$ cat src/rtl/if_stage.sv
// Instruction-fetch stage: PC, single-outstanding imem handshake, IF/ID register with stall/redirect.
// Optional performance counters enabled by defining IF_PERF_CNT_EN.
module if_stage #(
  parameter int                    DATA_WIDTH = 32,
  parameter logic [DATA_WIDTH-1:0] RESET_PC   = 32'h0000_0000,
  parameter logic [DATA_WIDTH-1:0] NOP_INSTR  = 32'h0000_0013
) (
  input  logic                  clk,
  input  logic                  rst,
  output logic                  im_req,
  output logic [DATA_WIDTH-1:0] im_addr,
  input  logic                  im_ready,
  input  logic [DATA_WIDTH-1:0] im_rdata,
  input  logic                  im_rvalid,
  input  logic                  redirect_valid,
  input  logic [DATA_WIDTH-1:0] redirect_pc,
  input  logic                  id_stall,
  output logic [DATA_WIDTH-1:0] id_instr,
  output logic [DATA_WIDTH-1:0] id_pc,
  output logic                  id_valid,
  output logic [31:0]           perf_fetch_cnt,
  output logic [31:0]           perf_drop_cnt
);

  typedef enum logic [1:0] {S_REQ, S_WAIT, S_DROP, S_HOLD} state_t;

  state_t                  state_reg, state_next;
  logic [DATA_WIDTH-1:0]   pc_reg, pc_next;
  logic [DATA_WIDTH-1:0]   id_instr_reg, id_instr_next;
  logic [DATA_WIDTH-1:0]   id_pc_reg, id_pc_next;
  logic                    id_valid_reg, id_valid_next;
  logic [DATA_WIDTH-1:0]   buf_instr_reg, buf_instr_next;
  logic [DATA_WIDTH-1:0]   buf_pc_reg, buf_pc_next;
  logic                    fetch_ok, fetch_drop;
  logic [DATA_WIDTH-1:0]   pc_plus4, redirect_aligned;

  assign pc_plus4         = pc_reg + DATA_WIDTH'(4);
  assign redirect_aligned = {redirect_pc[DATA_WIDTH-1:2], 2'b00};

  assign im_req   = (state_reg == S_REQ);
  assign im_addr  = pc_reg;
  assign id_instr = id_instr_reg;
  assign id_pc    = id_pc_reg;
  assign id_valid = id_valid_reg;

  always_comb begin
    state_next     = state_reg;
    pc_next        = pc_reg;
    id_instr_next  = id_instr_reg;
    id_pc_next     = id_pc_reg;
    id_valid_next  = id_stall ? id_valid_reg : 1'b0;
    buf_instr_next = buf_instr_reg;
    buf_pc_next    = buf_pc_reg;
    fetch_ok       = 1'b0;
    fetch_drop     = 1'b0;

    if (redirect_valid) begin
      // Flush beats everything; an accepted-but-unreturned request must be drained in DROP.
      pc_next       = redirect_aligned;
      id_valid_next = 1'b0;
      id_instr_next = NOP_INSTR;
      case (state_reg)
        S_REQ:  state_next = im_ready ? S_DROP : S_REQ;
        S_WAIT, S_DROP: begin
          if (im_rvalid) begin
            state_next = S_REQ;
            fetch_drop = 1'b1;
          end else begin
            state_next = S_DROP;
          end
        end
        default: state_next = S_REQ;
      endcase
    end else begin
      case (state_reg)
        S_REQ: begin
          if (im_ready) state_next = S_WAIT;
        end
        S_WAIT: begin
          if (im_rvalid) begin
            fetch_ok = 1'b1;
            pc_next  = pc_plus4;
            if (!id_stall) begin
              id_instr_next = im_rdata;
              id_pc_next    = pc_reg;
              id_valid_next = 1'b1;
              state_next    = S_REQ;
            end else begin
              buf_instr_next = im_rdata;
              buf_pc_next    = pc_reg;
              state_next     = S_HOLD;
            end
          end
        end
        S_HOLD: begin
          // The skid buffer is occupied exactly while in HOLD.
          if (!id_stall) begin
            id_instr_next = buf_instr_reg;
            id_pc_next    = buf_pc_reg;
            id_valid_next = 1'b1;
            state_next    = S_REQ;
          end
        end
        default: begin
          if (im_rvalid) begin
            fetch_drop = 1'b1;
            state_next = S_REQ;
          end
        end
      endcase
    end
  end

  always_ff @(posedge clk or negedge rst) begin
    if (!rst) begin
      state_reg     <= S_REQ;
      pc_reg        <= RESET_PC;
      id_instr_reg  <= NOP_INSTR;
      id_pc_reg     <= '0;
      id_valid_reg  <= 1'b0;
      buf_instr_reg <= NOP_INSTR;
      buf_pc_reg    <= '0;
    end else begin
      state_reg     <= state_next;
      pc_reg        <= pc_next;
      id_instr_reg  <= id_instr_next;
      id_pc_reg     <= id_pc_next;
      id_valid_reg  <= id_valid_next;
      buf_instr_reg <= buf_instr_next;
      buf_pc_reg    <= buf_pc_next;
    end
  end

`ifdef IF_PERF_CNT_EN
  logic [31:0] fetch_cnt_reg, drop_cnt_reg;

  always_ff @(posedge clk or negedge rst) begin
    if (!rst) begin
      fetch_cnt_reg <= '0;
      drop_cnt_reg  <= '0;
    end else begin
      if (fetch_ok)   fetch_cnt_reg <= fetch_cnt_reg + 32'd1;
      if (fetch_drop) drop_cnt_reg  <= drop_cnt_reg + 32'd1;
    end
  end

  assign perf_fetch_cnt = fetch_cnt_reg;
  assign perf_drop_cnt  = drop_cnt_reg;
`else
  logic unused_perf;
  assign unused_perf    = fetch_ok ^ fetch_drop;
  assign perf_fetch_cnt = '0;
  assign perf_drop_cnt  = '0;
`endif

endmodule

$ cat config.mk
export PLATFORM = sky130hd
export DESIGN_NAME = if_stage
export DESIGN_NICKNAME = d
export VERILOG_FILES = /design/src/rtl/if_stage.sv
export SDC_FILE = /design/constraint.sdc
export NUM_CORES = 1
export LEC_CHECK = 0
export BUFFER_PORTS_ARGS = -buffer_cell sky130_fd_sc_hd__buf_2
export CAP_MARGIN = 20
export CELL_PAD_IN_SITES_DETAIL_PLACEMENT = 1
export CELL_PAD_IN_SITES_GLOBAL_PLACEMENT = 1
export CORE_UTILIZATION = 40
export DETAILED_ROUTE_END_ITERATION = 10
export MAX_ROUTING_LAYER = met4
export PLACE_DENSITY = 0.89
export SYNTH_ARGS = -nofsm -noshare
export SYNTH_HDL_FRONTEND = slang
export SYNTH_SLANG_ARGS = --single-unit
$ cat constraint.sdc
create_clock -name clk -period 2.7 [get_ports clk]
set_input_delay 0.405 -clock clk [delete_from_list [all_inputs] [get_ports clk]]
set_output_delay 0.405 -clock clk [all_outputs]
set_load 0.005 [all_outputs]
## After elaboration in Yosys (flattened, before gate mapping)

Cells that the tools add are included.

| cells by class | value |
|---|---|
| add/subtract/negate cells | 1 |
| equal/unequal tests | 10 |
| mux-type cells | 27 |
| bitwise operators | 1 |
| reductions and logical operators | 12 |

Operator list:

| cell | count |
|---|---|
| 32-bit two-way mux | 10 |
| 32-bit one-hot mux with 2 select lines | 2 |
| 32-bit by 3-bit adder with 32-bit output (second input constant) | 1 |
| 2-bit two-way mux | 8 |
| 4-bit AND reduction | 3 |
| 3-bit inequality test (second input constant) | 3 |
| 2-bit inequality test (second input constant) | 3 |
| 2-bit one-hot mux with 3 select lines | 1 |
| 2-bit nonzero test | 3 |
| 5-bit AND reduction | 1 |
| 2-bit equality test (second input constant) | 2 |
| 1-bit two-way mux | 4 |
| 2-bit one-hot mux with 2 select lines | 1 |
| 4-bit nonzero test | 1 |
| 3-bit by 1-bit inequality test with 1-bit output (second input constant) | 1 |
| 3-bit nonzero test | 1 |
| 2-bit by 1-bit equality test with 1-bit output (second input constant) | 1 |
| 2-bit zero test | 1 |
| 1-bit one-hot mux with 2 select lines | 1 |
| 2-bit AND reduction | 1 |
| 2-bit OR reduction | 1 |
| 1-bit inverter | 1 |

| storage, ports and cells | value |
|---|---|
| register bits | 163 |
| input port bits | 70 |
| output and inout port bits | 162 |
| logic and storage cells | 58 |

## Depth between registers and ports, before layout

| logic depth | value |
|---|---|
| depth in word-level cells | 5 |
| gate-level depth with buffers | 9 |
| gate-level depth less buffers | 6 |

## Worst setup path after synthesis

OpenSTA, ideal clock, no wires.

| timing | value |
|---|---|
| path kind | register to register |
| start point | register state_reg[0] |
| end point | register buf_instr_reg[11] |
| setup time | 0.125 ns |
| data arrival time | 1.996 ns |
| required time | 2.575 ns |
| slack | 0.579 ns |
| stages on the path, launching flop included | 8 |
| buffers on the path | 3 |
| clock period less this slack | 2.121 ns |
| cells stage by stage | dfrtp_1 ha_1 nand2_1 or3_1 clkbuf_1 clkbuf_1 clkbuf_1 mux2_2 |

| on the way | value |
|---|---|
| word-level cells in the longest chain between the ends | 2 |

Ends and longest elaborated chain:

| what | line | source |
|---|---|---|
| start, declared | 27 | `state_t state_reg, state_next;` |
| start signal, assigned | 124 | `state_reg <= state_next;` |
| 2-bit by 1-bit equality test with 1-bit output | -- |  |
| 4-bit AND reduction (no line) | -- |  |
| end signal, assigned | 129 | `buf_instr_reg <= buf_instr_next;` |
| end, declared | 32 | `logic [DATA_WIDTH-1:0] buf_instr_reg, buf_instr_next;` |

No other way between the ends.
A chain may end at the register's enable or synchronous reset.

## Worst setup path in the final report

| timing | value |
|---|---|
| start point | register state_reg[1] |
| end point | register pc_reg[25], in the netlist im_addr[25] |

| on the way | value |
|---|---|
| word-level cells in the longest chain between the ends | 3 |

Ends and longest elaborated chain:

| what | line | source |
|---|---|---|
| 2-bit by 1-bit equality test with 1-bit output | -- |  |
| 2-bit nonzero test (no line) | -- |  |
| 2-bit AND reduction (no line) | -- |  |
| end signal, assigned | 125 | `pc_reg <= pc_next;` |
| end, declared | 28 | `logic [DATA_WIDTH-1:0] pc_reg, pc_next;` |

No other way between the ends.

==> impl_metrics.tcl <==
set metrics [dict create \
    start_util 0.412 \
    p_switching_uw 2570 \
    grt_pass1_wl_mm 31.5 \
    clkTransAtPathRegs_ns 0.06 \
    p_sw_frac 0.313 \
    die_y_um 141 \
    fmax_mhz 418 \
    holdCritPathClass "in2reg" \
    die_w_um 141 \
    layout_common_cells "160 x buf_2, 151 x dfrtp_1, 113 x mux2_2" \
    crit_chain "inv_1 -> ha_1 -> nand4_1 -> or2_2 -> or4_1 -> a31oi_1" \
    postSynthAreaPerCell_um2 11.4 \
    synthAdderAreaFrac 0.00645 \
    power_frac_comb 0.281 \
    grt_pass1_vias 5983 \
    drt-initial-drc-count 179 \
    power.leakage_uw 0.00421 \
    routedWlPerCell_um 17.6 \
    reg2regPathDepth 6 \
    ys_seq_elements 157 \
    worst_pin_slew_ns 0.690 \
    fin_crit_sh 0.887 \
    die_area_mm2 0.0200 \
    synth-main-ff-cell "dfrtp_1" \
    pre_cts_ws_ns 0.319 \
    crit_family "simple AND/OR/NAND/NOR gates" \
    tns_ns 0 \
    syn_area_mm2 0.00776 \
    cp.arrival_ns 2.72 \
    synth_mux_area_frac 0.208 \
    grt.total_usage 0.209 \
    core-area_mm2 0.0188 \
    clock_path_buffers 2 \
    r2r_slack_ns 0.31 \
    grt_overflow 0 \
    rsz0062_at_grt "false" \
    maxSlewHeadroom 0.540 \
    mostFrequentLayoutCell "buf_2" \
    io_buffers 161 \
    crit_buf_inv 1 \
    place_congestion 0.727 \
    cts-htree-levels 4 \
    path_class "reg2reg" \
    p_per_area_mw_per_mm2 893 \
    cts_tree "built" \
    drive_gt1_frac 0.396 \
    power_frac_seq 0.438 \
    synth_xor_area_frac 0.0135 \
    min_period_ns 2.39 \
    final.setup_skew_ns 0.00873 \
    hold_violations 0 \
    synth.distinct_cells 42 \
    setup_viol 0 \
    r2r-end "im_addr[25]" \
    cts_inserted_buffers 17 \
    synthArstFlopShare 1.00 \
    internal_power_uw 5650 \
    num_vias 5618 \
    worstPathRequired_ns 3.03 \
    start_kind "flip-flop" \
    clkPwrFrac 0.281 \
    status "completed" \
    ir_worst_vdd_v 0.000440 \
    maxCapViolCount 0 \
    synth_top_family_by_area "multiplexers" \
    fin_cells 1102 \
    worstReg2RegStart "state_reg[1]" \
    hold_end "im_addr[13]" \
    synth_edf_count 0 \
    synth_compound_area_frac 0.0842 \
    ant_nets 0 \
    antenna_found_initial 1 \
    cts_sinks 157 \
    wl_mm 19.3 \
    final_max_slew_viol_count 0 \
    io_pins 232 \
    via_per_inst 5.10 \
    grt_max_degree 81 \
    dp_hpwl_mm 13.3 \
    num_rows 50 \
    synth-simple-area-share 0.0869 \
    max_stage_delay_ns 0.52 \
    drt_pre_antenna_iters 4 \
    synthCells 680 \
    syn2layout_area_growth_pct 18.6 \
    yosys_warnings 0 \
    path_max_fanout 13 \
    slowest_stage "or4_1" \
    synth_seq_area_share 0.507 \
    finalWorstSetupSlack_ns 0.306 \
    clk_latency_ns 0.42 \
    hold_path_depth 3 \
    nets 902 \
    dp_cells 1068 \
    crit_path_end_kind "flip-flop" \
    ctsResizeCount 0 \
    root_buffer "clkbuf_16" \
    drc 0 \
    min-delay-start "redirect_pc[13]" \
]
layout make-up:
| cell class | count | area, um2 |
|---|---|---|
| antenna | 1 | 2.50 |
| tap | 260 | 325 |
| multi-input combinational | 468 | 3380 |
| fill | 2060 | 9630 |
| clock buffer | 17 | 425 |
| clock inverter | 15 | 136 |
| timing repair buffer | 173 | 955 |
| inverter | 11 | 41.3 |
| sequential | 157 | 3940 |
worst reg2reg max path, stage by stage (launching register included):
cell	delay [ns]
dfrtp_1	0.40
inv_1	0.11
ha_1	0.27
nand4_1	0.30
or2_2	0.51
or4_1	0.52
a31oi_1	0.20
cell usage after synthesis, types with 6 or more instances:
| master | count | area share |
|---|---|---|
| mux2_2 | 113 | 0.16 |
| nand4_1 | 8 | 0.0064 |
| nor2_1 | 49 | 0.024 |
| nand3_1 | 11 | 0.0071 |
| a211oi_1 | 29 | 0.028 |
| a31oi_1 | 17 | 0.014 |
| o21ai_0 | 25 | 0.016 |
| clkbuf_1 | 33 | 0.016 |
| dfrtp_1 | 151 | 0.49 |
| xnor2_1 | 10 | 0.011 |
| nand2_1 | 35 | 0.017 |
| buf_4 | 68 | 0.066 |
| mux2i_1 | 34 | 0.044 |
| inv_1 | 11 | 0.0053 |
| buf_1 | 6 | 0.0029 |
| o31ai_1 | 15 | 0.015 |
| or4_1 | 15 | 0.015 |
| dfstp_2 | 6 | 0.020 |
power groups by stage:
stage          Sequential [uW]  Clock, uW  Combinational [uW]
3_5_place_dp              3630          0                2340
4_1_cts                   3600       2380                2360
3_3_place_gp              3560          0                2210
2_1_floorplan             3540          0                1520
5_1_grt                   3700       2460                2570
6_report                  3600       2310                2310
worst max path at each step:
stage / from / to / slack [ns] / depth (start not counted)
3_3_place_gp: state_reg[1] / im_addr[25] / 0.43 / 6
4_1_cts: state_reg[1] / im_addr[25] / 0.31 / 6
3_5_place_dp: state_reg[1] / im_addr[25] / 0.32 / 6
5_1_grt: state_reg[1] / im_addr[25] / 0.18 / 6
2_1_floorplan: state_reg[0] / buf_instr_reg[11] / 0.58 / 7
6_report: state_reg[1] / im_addr[25] / 0.31 / 6
metal layers:
| layer | GRT usage | vias up | share of wire |
|---|---|---|---|
| li1 | - | 2592 | - |
| met1 | 0.245 | 2836 | 0.41 |
| met2 | 0.344 | 166 | 0.51 |
| met3 | 0.0577 | 24 | 0.061 |
| met4 | 0.0721 | 0 | 0.017 |
| met5 | - | - | 0 |
what timing repair did:
item                                   CTS  global route
hold buffers                             1             0
setup buffers                            0             0
endpoints found under the hold margin    8             0
metrics by stage:
stage | hold WS, ns | cell area, um2 | util | power (uW)
global placement | 0.220 | 8630 | 0.458 | 5770
detailed placement | 0.223 | 8630 | 0.458 | 5980
finish | 0.200 | 9210 | 0.489 | 8220
global route | 0.199 | 9210 | 0.489 | 8730
floorplan | 0.109 | 8010 | - | 5060
CTS | 0.179 | 9200 | 0.489 | 8340
kinds of logic after synthesis:
family | after synthesis
adder cells (fa/ha/maj) | 4
AO/OA/AOI/OAI | 98
flip-flops | 157
other | 1
XOR/XNOR | 12
buffers and inverters | 122
AND/OR/NAND/NOR | 139
multiplexers | 147
(Power assumes the default switching activity.)
